==> src/rtl/burst_serializer.sv <==
// Collects BURST_LEN bytes, then sends them plus their mod-256 checksum as
// back-to-back async-serial frames: start, d0..d7, optional even parity, stop.
module burst_serializer #(
  parameter int BURST_LEN = 8,
  parameter int BIT_DIV   = 4,
  parameter int PARITY_EN = 1
) (
  input  logic       clk,
  input  logic       rst,
  input  logic [7:0] in_data,
  input  logic       in_valid,
  output logic       in_ready,
  output logic       tx,
  output logic       busy,
  output logic       burst_done,
  output logic [1:0] o_dbg_state
);

  localparam int CNT_W      = $clog2(BURST_LEN + 1);
  localparam int IDX_W      = $clog2(BURST_LEN);
  localparam int DIV_W      = (BIT_DIV > 1) ? $clog2(BIT_DIV) : 1;
  localparam int FRAME_BITS = 10 + PARITY_EN;

  localparam logic [CNT_W-1:0] LAST_BYTE  = CNT_W'(BURST_LEN - 1);
  localparam logic [CNT_W-1:0] LAST_FRAME = CNT_W'(BURST_LEN);
  localparam logic [DIV_W-1:0] LAST_DIV   = DIV_W'(BIT_DIV - 1);
  localparam logic [3:0]       LAST_BIT   = 4'(FRAME_BITS - 1);

  typedef enum logic [1:0] {
    IDLE = 2'd0,
    LOAD = 2'd1,
    TX   = 2'd2
  } state_t;

  state_t           r_state;
  state_t           w_next_state;
  logic [7:0]       r_buf [BURST_LEN];
  logic [CNT_W-1:0] r_cnt;
  logic [CNT_W-1:0] r_frame;
  logic [3:0]       r_bit;
  logic [DIV_W-1:0] r_div;
  logic [7:0]       r_csum;
  logic             r_tx;
  logic             r_done;

  logic       w_accept;
  logic       w_last_accept;
  logic       w_bit_end;
  logic       w_frame_end;
  logic       w_burst_end;
  logic [7:0] w_cur_byte;
  logic [3:0] w_next_idx;
  logic       w_next_bit;

  // Bit idx of a frame carrying byte d: 0 start, 1..8 data, then parity/stop.
  function automatic logic frame_bit(input logic [7:0] d, input logic [3:0] idx);
    logic b;
    if (idx == 4'd0)                             b = 1'b0;
    else if (idx <= 4'd8)                        b = d[3'(idx - 4'd1)];
    else if ((PARITY_EN != 0) && (idx == 4'd9))  b = ^d;
    else                                         b = 1'b1;
    return b;
  endfunction

  // Valid/ready: a byte transfers on a rising edge with in_valid && in_ready;
  // in_ready is a pure state decode and never depends on in_valid.
  assign w_accept      = in_valid && in_ready;
  assign w_last_accept = w_accept && (r_cnt == LAST_BYTE);
  assign w_bit_end     = (r_div == LAST_DIV);
  assign w_frame_end   = w_bit_end && (r_bit == LAST_BIT);
  assign w_burst_end   = w_frame_end && (r_frame == LAST_FRAME);
  assign w_cur_byte    = (r_frame == LAST_FRAME) ? r_csum : r_buf[r_frame[IDX_W-1:0]];
  assign w_next_idx    = r_bit + 4'd1;
  assign w_next_bit    = frame_bit(w_cur_byte, w_next_idx);

  always_ff @(posedge clk or negedge rst) begin
    if (!rst) r_state <= IDLE;
    else      r_state <= w_next_state;
  end

  always_comb begin
    w_next_state = r_state;
    case (r_state)
      IDLE:    w_next_state = LOAD;
      LOAD:    if (w_last_accept) w_next_state = TX;
      TX:      if (w_burst_end) w_next_state = LOAD;
      default: w_next_state = IDLE;
    endcase
  end

  always_comb begin
    in_ready    = (r_state == LOAD);
    busy        = (r_state == TX);
    o_dbg_state = r_state;
  end

  always_ff @(posedge clk) begin
    if (w_accept) r_buf[r_cnt[IDX_W-1:0]] <= in_data;
  end

  always_ff @(posedge clk or negedge rst) begin
    if (!rst) begin
      r_cnt   <= '0;
      r_frame <= '0;
      r_bit   <= '0;
      r_div   <= '0;
      r_csum  <= '0;
      r_tx    <= 1'b1;
      r_done  <= 1'b0;
    end else begin
      r_done <= 1'b0;
      case (r_state)
        IDLE: begin
          r_cnt  <= '0;
          r_csum <= '0;
        end
        LOAD: begin
          if (w_accept) begin
            r_csum <= r_csum + in_data;
            // The last byte's edge also launches the first start bit.
            if (w_last_accept) begin
              r_cnt   <= '0;
              r_frame <= '0;
              r_bit   <= '0;
              r_div   <= '0;
              r_tx    <= 1'b0;
            end else begin
              r_cnt <= r_cnt + 1'b1;
            end
          end
        end
        TX: begin
          if (!w_bit_end) begin
            r_div <= r_div + 1'b1;
          end else begin
            r_div <= '0;
            if (w_burst_end) begin
              r_frame <= '0;
              r_bit   <= '0;
              r_csum  <= '0;
              r_tx    <= 1'b1;
              r_done  <= 1'b1;
            end else if (w_frame_end) begin
              r_bit   <= '0;
              r_frame <= r_frame + 1'b1;
              r_tx    <= 1'b0;
            end else begin
              r_bit <= w_next_idx;
              r_tx  <= w_next_bit;
            end
          end
        end
        default: ;
      endcase
    end
  end

  assign tx         = r_tx;
  assign burst_done = r_done;

endmodule

==> config.mk <==
export PLATFORM = sky130hd
export DESIGN_NAME = burst_serializer
export DESIGN_NICKNAME = d
export VERILOG_FILES = /design/src/rtl/burst_serializer.sv
export SDC_FILE = /design/constraint.sdc
export NUM_CORES = 1
export LEC_CHECK = 0
export CORE_ASPECT_RATIO = 1.25
export CORE_MARGIN = 10
export CORE_UTILIZATION = 54
export DETAILED_ROUTE_END_ITERATION = 10
export GPL_TIMING_DRIVEN = 0
export PLACE_DENSITY = 0.78
export SYNTH_ARGS = -nofsm -noshare
export SYNTH_HDL_FRONTEND = slang
export SYNTH_SLANG_ARGS = --single-unit
==> constraint.sdc <==
create_clock -name clk -period 2.6 [get_ports clk]
set_input_delay 0.26 -clock clk [delete_from_list [all_inputs] [get_ports clk]]
set_output_delay 0.26 -clock clk [all_outputs]
set_load 0.01 [all_outputs]
* Yosys cells after proc, flatten, opt, wreduce, memory -nomap -nowiden
Memory sizes are Yosys's and may differ from the RTL's. Index checks and enable logic that the tools add are counted.
Word-level totals: logic and storage cells 86, register bits after elaboration 26, bits in writable memories 64, output and inout port bits 6, memories kept 1
Memories:
- r_buf | words 8, width 8, rd ports 1, clocked after Yosys merged registers in 0, wr ports 1, line 37 | logic [7:0] r_buf [BURST_LEN];
Cells by class: add/subtract/negate cells 6, $lt $le $gt $ge 2, reduce and logical (&&, ||, !) cells 16, multiplexer cells 41, eq/ne operators 12
Operator list (count):
- 4-bit 2-to-1 mux | 10
- 8-bit 2-to-1 mux | 4
- 4-bit one-hot mux with 2 select lines | 3
- 8-bit one-hot mux with 3 select lines | 1
- 1-bit 2-to-1 mux | 14
- 4-bit by 1-bit adder with 4-bit output (second input constant) | 3
- 4-bit == test (second input constant) | 3
- 2-bit 2-to-1 mux | 5
- 8-bit adder | 1
- 2-bit by 1-bit inequality test with 1-bit output (second input constant) | 4
- 4-bit AND reduction | 2
- 8-bit parity | 1
- 2-bit one-hot mux with 3 select lines | 1
- 5-bit AND reduction | 1
- 2-bit == test (second input constant) | 2
- 4-bit by 3-bit == test with 1-bit output (second input constant) | 1
- 4-bit <= comparator (second input constant) | 1
- 1-bit logical AND | 4
- 4-bit zero test | 1
- 3-bit by 4-bit less-than comparator with 1-bit output (second input constant) | 1
- 2-bit one-hot mux with 2 select lines | 1
- 2-bit AND reduction | 2
- 2-bit nonzero test | 2
- 1-bit binary-select mux with 3-bit select | 1
- 8 further kinds | 8

* Longest topological paths before layout
word-level depth 10, gate-level depth with buffers 13

* Worst setup path after synthesis
No wires, ideal clock.
path type register to register, from register r_frame[0], to register r_tx, in the netlist tx, path slack -113 ps, library setup time 81 ps, data required time 2519 ps, arrival time 2632 ps, stages on the path, launching flop included 14, path through dfrtp_1 > buf_6 > buf_2 > inv_1 > ha_1 > nand2_1 > nor2_1 > buf_2 > a221oi_1 > mux4_1 > or2_2 > nand3_1 > o211ai_2 > a211oi_2
Between the ends: longest elaborated chain between the ends 10, elaborated cells between the ends (all ways) 14
Ends and longest elaborated chain:
- start, declared | line 39 | logic [CNT_W-1:0] r_frame;
- start signal, assigned | line 145 | r_frame <= r_frame + 1'b1;
- memory read 8 x 8 bit / 4-bit == test (equally long branches)
- 8-bit 2-to-1 mux | line 72 | assign w_cur_byte = (r_frame == LAST_FRAME) ? r_csum : r_buf[r_frame[IDX_W-1:0]];
- 1-bit binary-select mux with 3-bit select / 8-bit parity (equally long branches) | line 59, 60
- 1-bit 2-to-1 mux, on equally long branches | line 59, 60
- 1-bit 2-to-1 mux | line 59 | else if (idx <= 4'd8) b = d[3'(idx - 4'd1)];
- 1-bit 2-to-1 mux | line 58 | if (idx == 4'd0) b = 1'b0;
- 1-bit 2-to-1 mux | line 143 | end else if (w_frame_end) begin
- 1-bit 2-to-1 mux * | line 137 | if (w_burst_end) begin
- 1-bit 2-to-1 mux * | line 133 | if (!w_bit_end) begin
- 1-bit one-hot mux with 2 select lines * | line 112 | case (r_state)
- end signal, assigned | line 149 | r_tx <= w_next_bit;
- end, declared | line 43 | logic r_tx;
Mark *: on every way between the ends. The rest lies on a longest branch, timed or not. The select of a mux whose other input is x is not followed. A chain may end at the register's enable or synchronous reset.

* Final worst setup path
Same ends and word-level chain as after synthesis.

==> out/results.txt <==
Total leakage power: 1.73 nW
Die Height: 118 um
Core footprint: 0.00744 mm2
CTS Hold Bufs: 0
Synth cell count leaders: edfxtp_1, nand2_1, dfrtp_1
Worst slew pin tran: 1.17 ns
Async SR Flop Fraction: 0.289
Final WL: 8.36 mm
Yosys cell types: 49
1st-iter DRT viols: 191
Largest area contributor in the netlist: edfxtp_1
CP startpoint kind: flip-flop
Area growth from synthesis to layout: 16.5%
Initial Util: 0.562
Fin crit share: 0.964
Post-DP Area: 0.00449 mm2
Worst Path Max Fanout: 19
Share of layout cells above drive strength 1: 0.191
Nets: 361
P per Cell Area: 545 mW/mm2
Worst Path Required: 2.89 ns
Clock H-tree levels: 3
Top_reg_cell synth: edfxtp_1
Final hold vios: 0
CTS tree: yes
Worst setup EP type: flip-flop
Synth top area cells: edfxtp_1, dfrtp_1, mux2i_1, mux4_2, ha_1
Most frequent cell after synthesis: edfxtp_1
DR pass1 iterations: 4
First-pass GRT wire length: 13.7 mm
Unrepaired setup endpoints after global routing: true
Sequential area share after synthesis: 0.615
Initial antenna violation count: 0
Min Hold Slack: 0.342 ns
Skew-Pair Late Insertion Delay: 0.36 ns
Count of state elements after synthesis: 90
Largest net degree at the start of global routing: 27
Post-synth EDFFs: 64
Clk_skew: 0.0122 ns
Die Width: 98.7 um
Maxcap violations: 0
Final Cell Area: 0.00487 mm2
Hold Crit Class: in -> reg
CTS Buffer Depth: 2
Final setup viols: 0
Worst path arrival time: 2.80 ns
# DRC: 0
Clock sink count: 90
I/O Buffers: 15
Slew HR: 0.218
Die footprint: 0.0117 mm2
Routed WL per cell: 19.3 um
Total gr overflow: 0
YS warnings: 0
Syn Inst Count: 304
Detailed placer's ending HPWL: 5.95 mm
Vias in the first global route: 2,713
Status: completed
GRT Total Usage: 0.147
Max VDD drop: 473 uV
Detail Route Antenna Nets: 0
CP Class: reg -> reg
Mapped Nets: 330
Fmax: 0.399 GHz
I/O Pins: 17
Clk pin slew, worst setup/hold paths: 0.10 ns
TritonCTS Buffers: 9
Final Max Tran Viols: 0
Via density per instance: 6.11
Placer Congestion: 0.860
Min Tclk post-route: 2.51 ns
Yosys top cell area share: 0.459
Row cnt: 35
# diodes: 0
Mean post-synth cell area: 13.8 um2
Vias post-DR: 2,641
Root Buffer: clkbuf_8
Post-Syn Area: 0.00418 mm2
cells by family after synthesis:
kind of cell | synth area share
simple gates | 0.0748
xor+xnor | 0.0314
flops | 0.615
compound gates | 0.109
fa+ha+maj | 0.0467
buf+inv | 0.0257
mux | 0.0975
sequential cells by signal, indices dropped and copies added, names as in the netlist:
name	flops
r_buf	64
r_csum	8
r_bit	4
r_cnt	4
r_frame	4
o_dbg_state	2
r_div	2
burst_done	1
tx	1
critical path: stages, from the launching register on:
cell and delay [ns]:
dfrtp_1 0.42, buf_12 0.18, inv_4 0.07, ha_4 0.14, nand2_2 0.07, nor2_4 0.16, buf_8 0.16, a221oi_2 0.09
mux4_1 0.47, or2_2 0.28, nand3_1 0.08, o211ai_2 0.11, a211oi_2 0.20
stage by stage:
stage,TNS [ns],instances,util,setup WS [ns],total power [W]
finish,0,432,0.654,0.0939,0.00266
CTS,0,432,0.646,0.00985,0.00267
detailed placement,-7.11,412,0.604,-0.259,0.00162
floorplan,0,304,-,0.0359,0.00158
global route,-0.0488,432,0.654,-0.0488,0.00273
global placement,-7.48,411,0.602,-0.421,0.00162
timing repair:
action                                  in CTS  in global routing
cloned                                       0                  0
gates resized for setup                     11                 18
pin swaps                                    2                  2
buffers inserted                             6                  0
endpoints found under the setup margin      34                 44
placed cells by master, fill, tap and decap left out, drive strengths merged, types with 2 or more instances in the layout:
cell	synthesis	routed
clkbuf	7	17
a221oi	8	8
and3	2	2
bufinv	0	2
o41ai	2	2
inv	9	12
o21ai	18	18
a21o	3	3
and2	3	3
a21oi	14	14
nand4	2	2
o22ai	8	8
o21bai	2	2
ha	14	14
nor2	8	8
a22o	3	3
o31ai	3	3
nand3	4	4
mux4	9	9
nor3	5	5
xnor2	11	11
buf	6	11
nor2b	2	2
nand2b	3	3
or3	2	2
dfrtp	25	25
xor2	4	4
mux2i	19	19
edfxtp	64	64
clkdlybuf4s50	0	14
a31oi	3	3
nand2	30	30
worst paths after layout:
kind	start	to	slack [ns]	depth (start not counted)
worst max-delay path	r_frame[0]$_DFFE_PN0P_	tx$_DFFE_PN1P_	0.09	12
worst min-delay path	in_valid	r_cnt[1]$_DFFE_PN0P_	0.34	3
worst max register to register	r_frame[0]$_DFFE_PN0P_	tx$_DFFE_PN1P_	0.09	12
worst min register to register	r_div[1]$_DFFE_PN0P_	r_div[1]$_DFFE_PN0P_	0.54	1
max in group asynchronous	rst	r_frame[1]$_DFFE_PN0P_	1.31	1
min in group asynchronous	rst	burst_done$_DFF_PN0_	0.51	1
report_power, final:
group	leakage, nW	internal [W]	switching, W
Combinational	0.736	0.0000184	0.0000329
Clock	0.109	0.000555	0.000514
Sequential	0.889	0.00154	0
Total	1.73	0.00211	0.000547
final cells by class:
type	instances	area, um2
Fill cell	531	2570
Inverter	9	36.3
Timing Repair Buffer	22	205
Clock inverter	6	96.3
Buffer	11	88.8
Clock buffer	10	128
Sequential cell	90	2570
Tap cell	92	115
Multi-Input combinational cell	192	1630
routing by layer:
layer / routed length [um] / up-vias / track usage
met5: 0 / - / 0
met4: 259 / 0 / 0.0619
met3: 383 / 20 / 0.0350
met2: 4480 / 61 / 0.266
met1: 3230 / 1335 / 0.158
li1: - / 1225 / -
Note: power is estimated with default switching activity, not from simulation.
==> RTL change 1 (config.mk and constraints unchanged) <==
Change the parameter `PARITY_EN` from 1 to 0.
--- a/src/rtl/burst_serializer.sv
+++ b/src/rtl/burst_serializer.sv
@@ -4,5 +4,5 @@
   parameter int BURST_LEN = 8,
   parameter int BIT_DIV   = 4,
-  parameter int PARITY_EN = 1
+  parameter int PARITY_EN = 0
 ) (
   input  logic       clk,
Formal check against the unedited RTL: no difference found for any inputs over 10 cycles, from zero or initial values and one cycle with rst low; that may be too few to reach the edited logic, so the function may still have changed.
==> RTL change 1 against the unedited design <==
Wire length grew 5.4%. Synthesized area grew 0.12%. Design area shrank 2.5%. Hold slack lost 160 ps. Sequential cell count is the same. Worst setup slack lost 16 ps. Critical path type unchanged.
Power is not compared: it rests on default switching activity, and its combinational part moved more than twofold at a synthesized area within 25%.
==> RTL change 1: results <==
[run_status]
status = "complete, no violations"

[critical_path]
cpPeakStageDelay_ps = 540
critPathMaxFanout = 10
cp_slowest_cell = "nor2_2"

[placement]
port_buffers = 16
dp_hpwl_um = 6145

[clock_network]
cts_setup_buffers = 0

[finish]
fill_cells = 579
drive_gt1_share_pct = 14.20
finalNetCount = 365
final-nonclk-buf-share_pct = 5.664
num-multi-input-gates = 197
multi_input_area_share_pct = 32.69
layoutNonFillerInstCount = 437
clkCellAreaFrac_pct = 4.373
n_all_inverters = 8
num-nonclk-buffers = 34

[synth]
synthXorXnorAreaFrac_pct = 1.255
syn_inst = 311
synth-compound-area-share_pct = 10.73
synthTopCellsByArea = "edfxtp_1, dfrtp_1, mux4_2"
yosys.area_share.adder_pct = 4.362
ys_seq_area_share_pct = 61.46
synth_common_cells = "edfxtp_1, nand2_1, dfrtp_1"
synth_cell_types = 52
synth.area.mux_share_pct = 9.382

[detailed_routing]
vias_per_cell = 6.277
totalWireLength_um = 8811
drtIter0Drc = 263
drt_first_pass_iters = 5

[hold_path]
hold_path_class = "in -> async"

[sta]
slew_headroom_pct = 40.17
final.setup_skew_ps = 9.688

[global_routing]
grt_pass1_wl_um = 14370
grt_pass1_vias = 2697
grt_util_all_layers_pct = 15.30
[RTL change 1: cell types whose count changed in the layout (fill, tap and decap cells not counted), moves of 5 or more]
cell,delta
mux2i_1,-9
nor3_1,+6
a221oi_2,-7
buf_2,+5
xnor2_1,-10
nor2_1,+10
[RTL change 1: kinds of logic (layout without fill, tap and decap cells)]
logic type | Yosys count | count (layout)
compound gates | 67 | 67
mux | 23 | 23
flops | 90 | 90
fa+ha+maj | 14 | 14
xor+xnor | 6 | 6
buf+inv | 24 | 58
simple gates | 87 | 87
[RTL change 1: final timing paths]
check / start / to / slack (ps) / cells after the start
setup / recovery: o_dbg_state[1] / r_buf[7][3] / 80 / 5
hold / removal: rst / r_div[1] / 180 / 1
setup reg to reg: o_dbg_state[1] / r_buf[7][3] / 80 / 5
hold reg to reg: r_div[0] / r_div[0] / 500 / 1
max in group asynchronous: rst / tx / 1860 / 2
min in group clk: r_div[0] / r_div[0] / 500 / 1
[RTL change 1: stage by stage]
step	TNS (ps)	setup slack, ps	utilization (%)	instance area (um2)
floorplan	0	275.8	-	4188
global placement	-19660	-604.0	59.95	4463
detailed placement	-6347	-419.3	60.49	4503
CTS	-10.89	-2.243	63.40	4720
global route	0	8.605	63.80	4750
finish	0	77.87	63.80	4750
[RTL change 1: report_power, final]
group          internal [mW]  total (mW)  switching, mW  leakage [nW]
logic                  0.712        1.70          0.990         0.726
registers               1.85        2.02          0.167         0.905
clock network          0.460       0.995          0.534        0.0959
[RTL change 1: metal layers]
layer	up-vias	GRT usage, %	wire length [um]
li1	1251	-	-
met1	1369	19.12	3635
met2	103	24.92	4455
met3	20	3.380	481
met4	0	6.284	238
met5	-	0	0
[RTL change 1: what timing repair did]
item	4_1_cts	5_1_grt
endpoints found under the hold margin	0	0
resized for setup	5	5
endpoints found under the setup margin	25	16
==> RTL change 2 (same flow settings) <==
Without the edit above. Register the output `o_dbg_state`; this adds one clock of latency there. The other outputs are not delayed to match.
--- a/src/rtl/burst_serializer.sv
+++ b/src/rtl/burst_serializer.sv
@@ -32,4 +32,6 @@
     TX   = 2'd2
   } state_t;
+
+  logic [1:0] o_dbg_state_d;
 
   state_t           r_state;
@@ -92,5 +94,5 @@
     in_ready    = (r_state == LOAD);
     busy        = (r_state == TX);
-    o_dbg_state = r_state;
+    o_dbg_state_d = r_state;
   end
 
@@ -159,4 +161,12 @@
   assign burst_done = r_done;
 
+  always_ff @(posedge clk or negedge rst) begin
+    if (!rst) begin
+      o_dbg_state <= '0;
+    end else begin
+      o_dbg_state <= o_dbg_state_d;
+    end
+  end
+
 endmodule
 
Function: changed (Yosys sat finds a counterexample within 4 cycles, from zero or initial values and one cycle with rst low).
==> RTL change 2 against the unedited design <==
Sequential cell count increased by 2. Design area increased by 2.2%. The run now ends with negative setup slack left. Worst setup slack got worse by 170 ps. Synthesized area increased by 2.3%. Total power decreased by 2.8%. Wire length increased by 5.0%. Via count increased by 1.1%. Critical path type unchanged. Cell count increased by 2.3%. Combinational power increased by 4%.
==> RTL change 2: results <==
[global_routing]
grt_max_degree = 29
antenna_found_initial = 0
grt_pass1_vias = 2589
grt_use_met2_pct = 25.33
use_met1_pct = 16.79
grt_util_all_layers_pct = 14.56
grt_util_met3_pct = 2.755
grt_pass1_wl_um = 13610

[detailed_routing]
drt_first_pass_iters = 4
totalWireLength_um = 8773
drtIter0Drc = 175
vias_per_cell = 6.038

[clock_network]
root_buffer = "clkbuf_8"
clkSlewWorstSetupHoldPaths_ps = 110
cts_buffers = 9
ctsLongestPathBuffers = 2
worstSkewPairLatency_ps = 370
cts_max_level = 3

[sta]
worst_pin_slew_ps = 727.7
fin_hold_ws_ps = 340.0
finalSetupViolations = 1
fin_ws_ps = -74.34
tns_ps = -74.34
final.setup_skew_ps = 10.04

[synth]
synth_common_cells = "edfxtp_1, nand2_1, dfrtp_1"
synth_ff_type = "edfxtp_1"
ys_warn_count = 0
async_flop_share_pct = 30.43
synth_cell_types = 52
syn-num-nets = 334
synthTopCellsByArea = "edfxtp_1, dfrtp_1, mux2i_1"
synth_edf_count = 64
syn_inst = 308
ys_seq_area_share_pct = 61.30

[power_and_ir_drop]
power.static_leakage_nw = 1.936
ir_worst_vdd_mv = 0.5720

[run_status]
violations = "negative setup slack"
status = "finished, violations left"

[finish]
drive_gt1_share_pct = 17.29
layoutNonFillerInstCount = 442
finalNetCount = 368
fin_util_pct = 64.26
antenna-diode-count = 0
fill_cells = 563

[placement]
dpl-instance-area_um2 = 4568
place_ws_ps = -328.3
place_congestion = 0.8415
dp_hpwl_um = 5950
place_inst = 419

[critical_path]
cp.arrival_ps = 2980
startpoint = "r_frame[0]"
endpoint = "tx"
rr_worst_depth = 14
critPathMaxFanout = 10
-- RTL change 2: worst min path at each step --
stage | startpoint | to | cells after the start
finish | in_data[1] | r_buf[6][1] | 1
global route | in_data[1] | r_buf[6][1] | 1
CTS | in_valid | r_cnt[0] | 4
detailed placement | o_dbg_state_d[0] | o_dbg_state[0] | 0
global placement | o_dbg_state_d[0] | o_dbg_state[0] | 0
floorplan | rst | burst_done | 0
-- RTL change 2: kinds of logic after synthesis --
family / share of synthesized area [%]
DFF: 61.30
AOI/OAI and AO/OA: 11.05
and+or+nand+nor: 7.337
muxes: 9.559
buffers and inverters: 3.536
adders and majority gates: 4.560
xor gates and xnor gates: 2.660
-- RTL change 2: final cells by class --
class / instances / share of cell area (%)
multi-input cells: 193 / 32.80
clock inverters: 7 / 1.684
well taps: 95 / 2.388
plain buffers: 10 / 2.488
flip-flops and latches: 92 / 52.70
clock buffers: 9 / 2.488
repair buffers: 23 / 4.473
inverters: 13 / 0.9801
-- RTL change 2: repair_timing --
action / CTS / global route
pin swaps: 0 / 4
endpoints found under the setup margin: 41 / 50
hold endpoints to repair: 0 / 27
gates resized for setup: 9 / 19
hold buffers: 0 / 1
gates cloned: 0 / 1
buffers inserted: 0 / 5
-- RTL change 2: report_power, final --
group	total, mW	switching [mW]	internal (mW)
Combinational	0.0530	0.0345	0.0185
Clock	0.963	0.574	0.389
Sequential	1.57	0	1.57
-- RTL change 2: worst max-delay path: stages, from the launching register on --
cell and delay [ps]:
dfrtp_1 430, buf_12 140, buf_12 140, buf_12 140, inv_1 80, ha_1 210
a21oi_4 80, buf_12 160, buf_4 140, a221oi_4 280, xor2_1 210, xnor2_1 160
xnor2_1 150, nand4b_1 130, a21o_1 170
-- RTL change 2: metal layers --
layer | up-vias | share of wire, %
met2 | 71 | 54
met3 | 14 | 4.1
met1 | 1333 | 40
met4 | 0 | 2.0
met5 | - | 0
li1 | 1251 | -
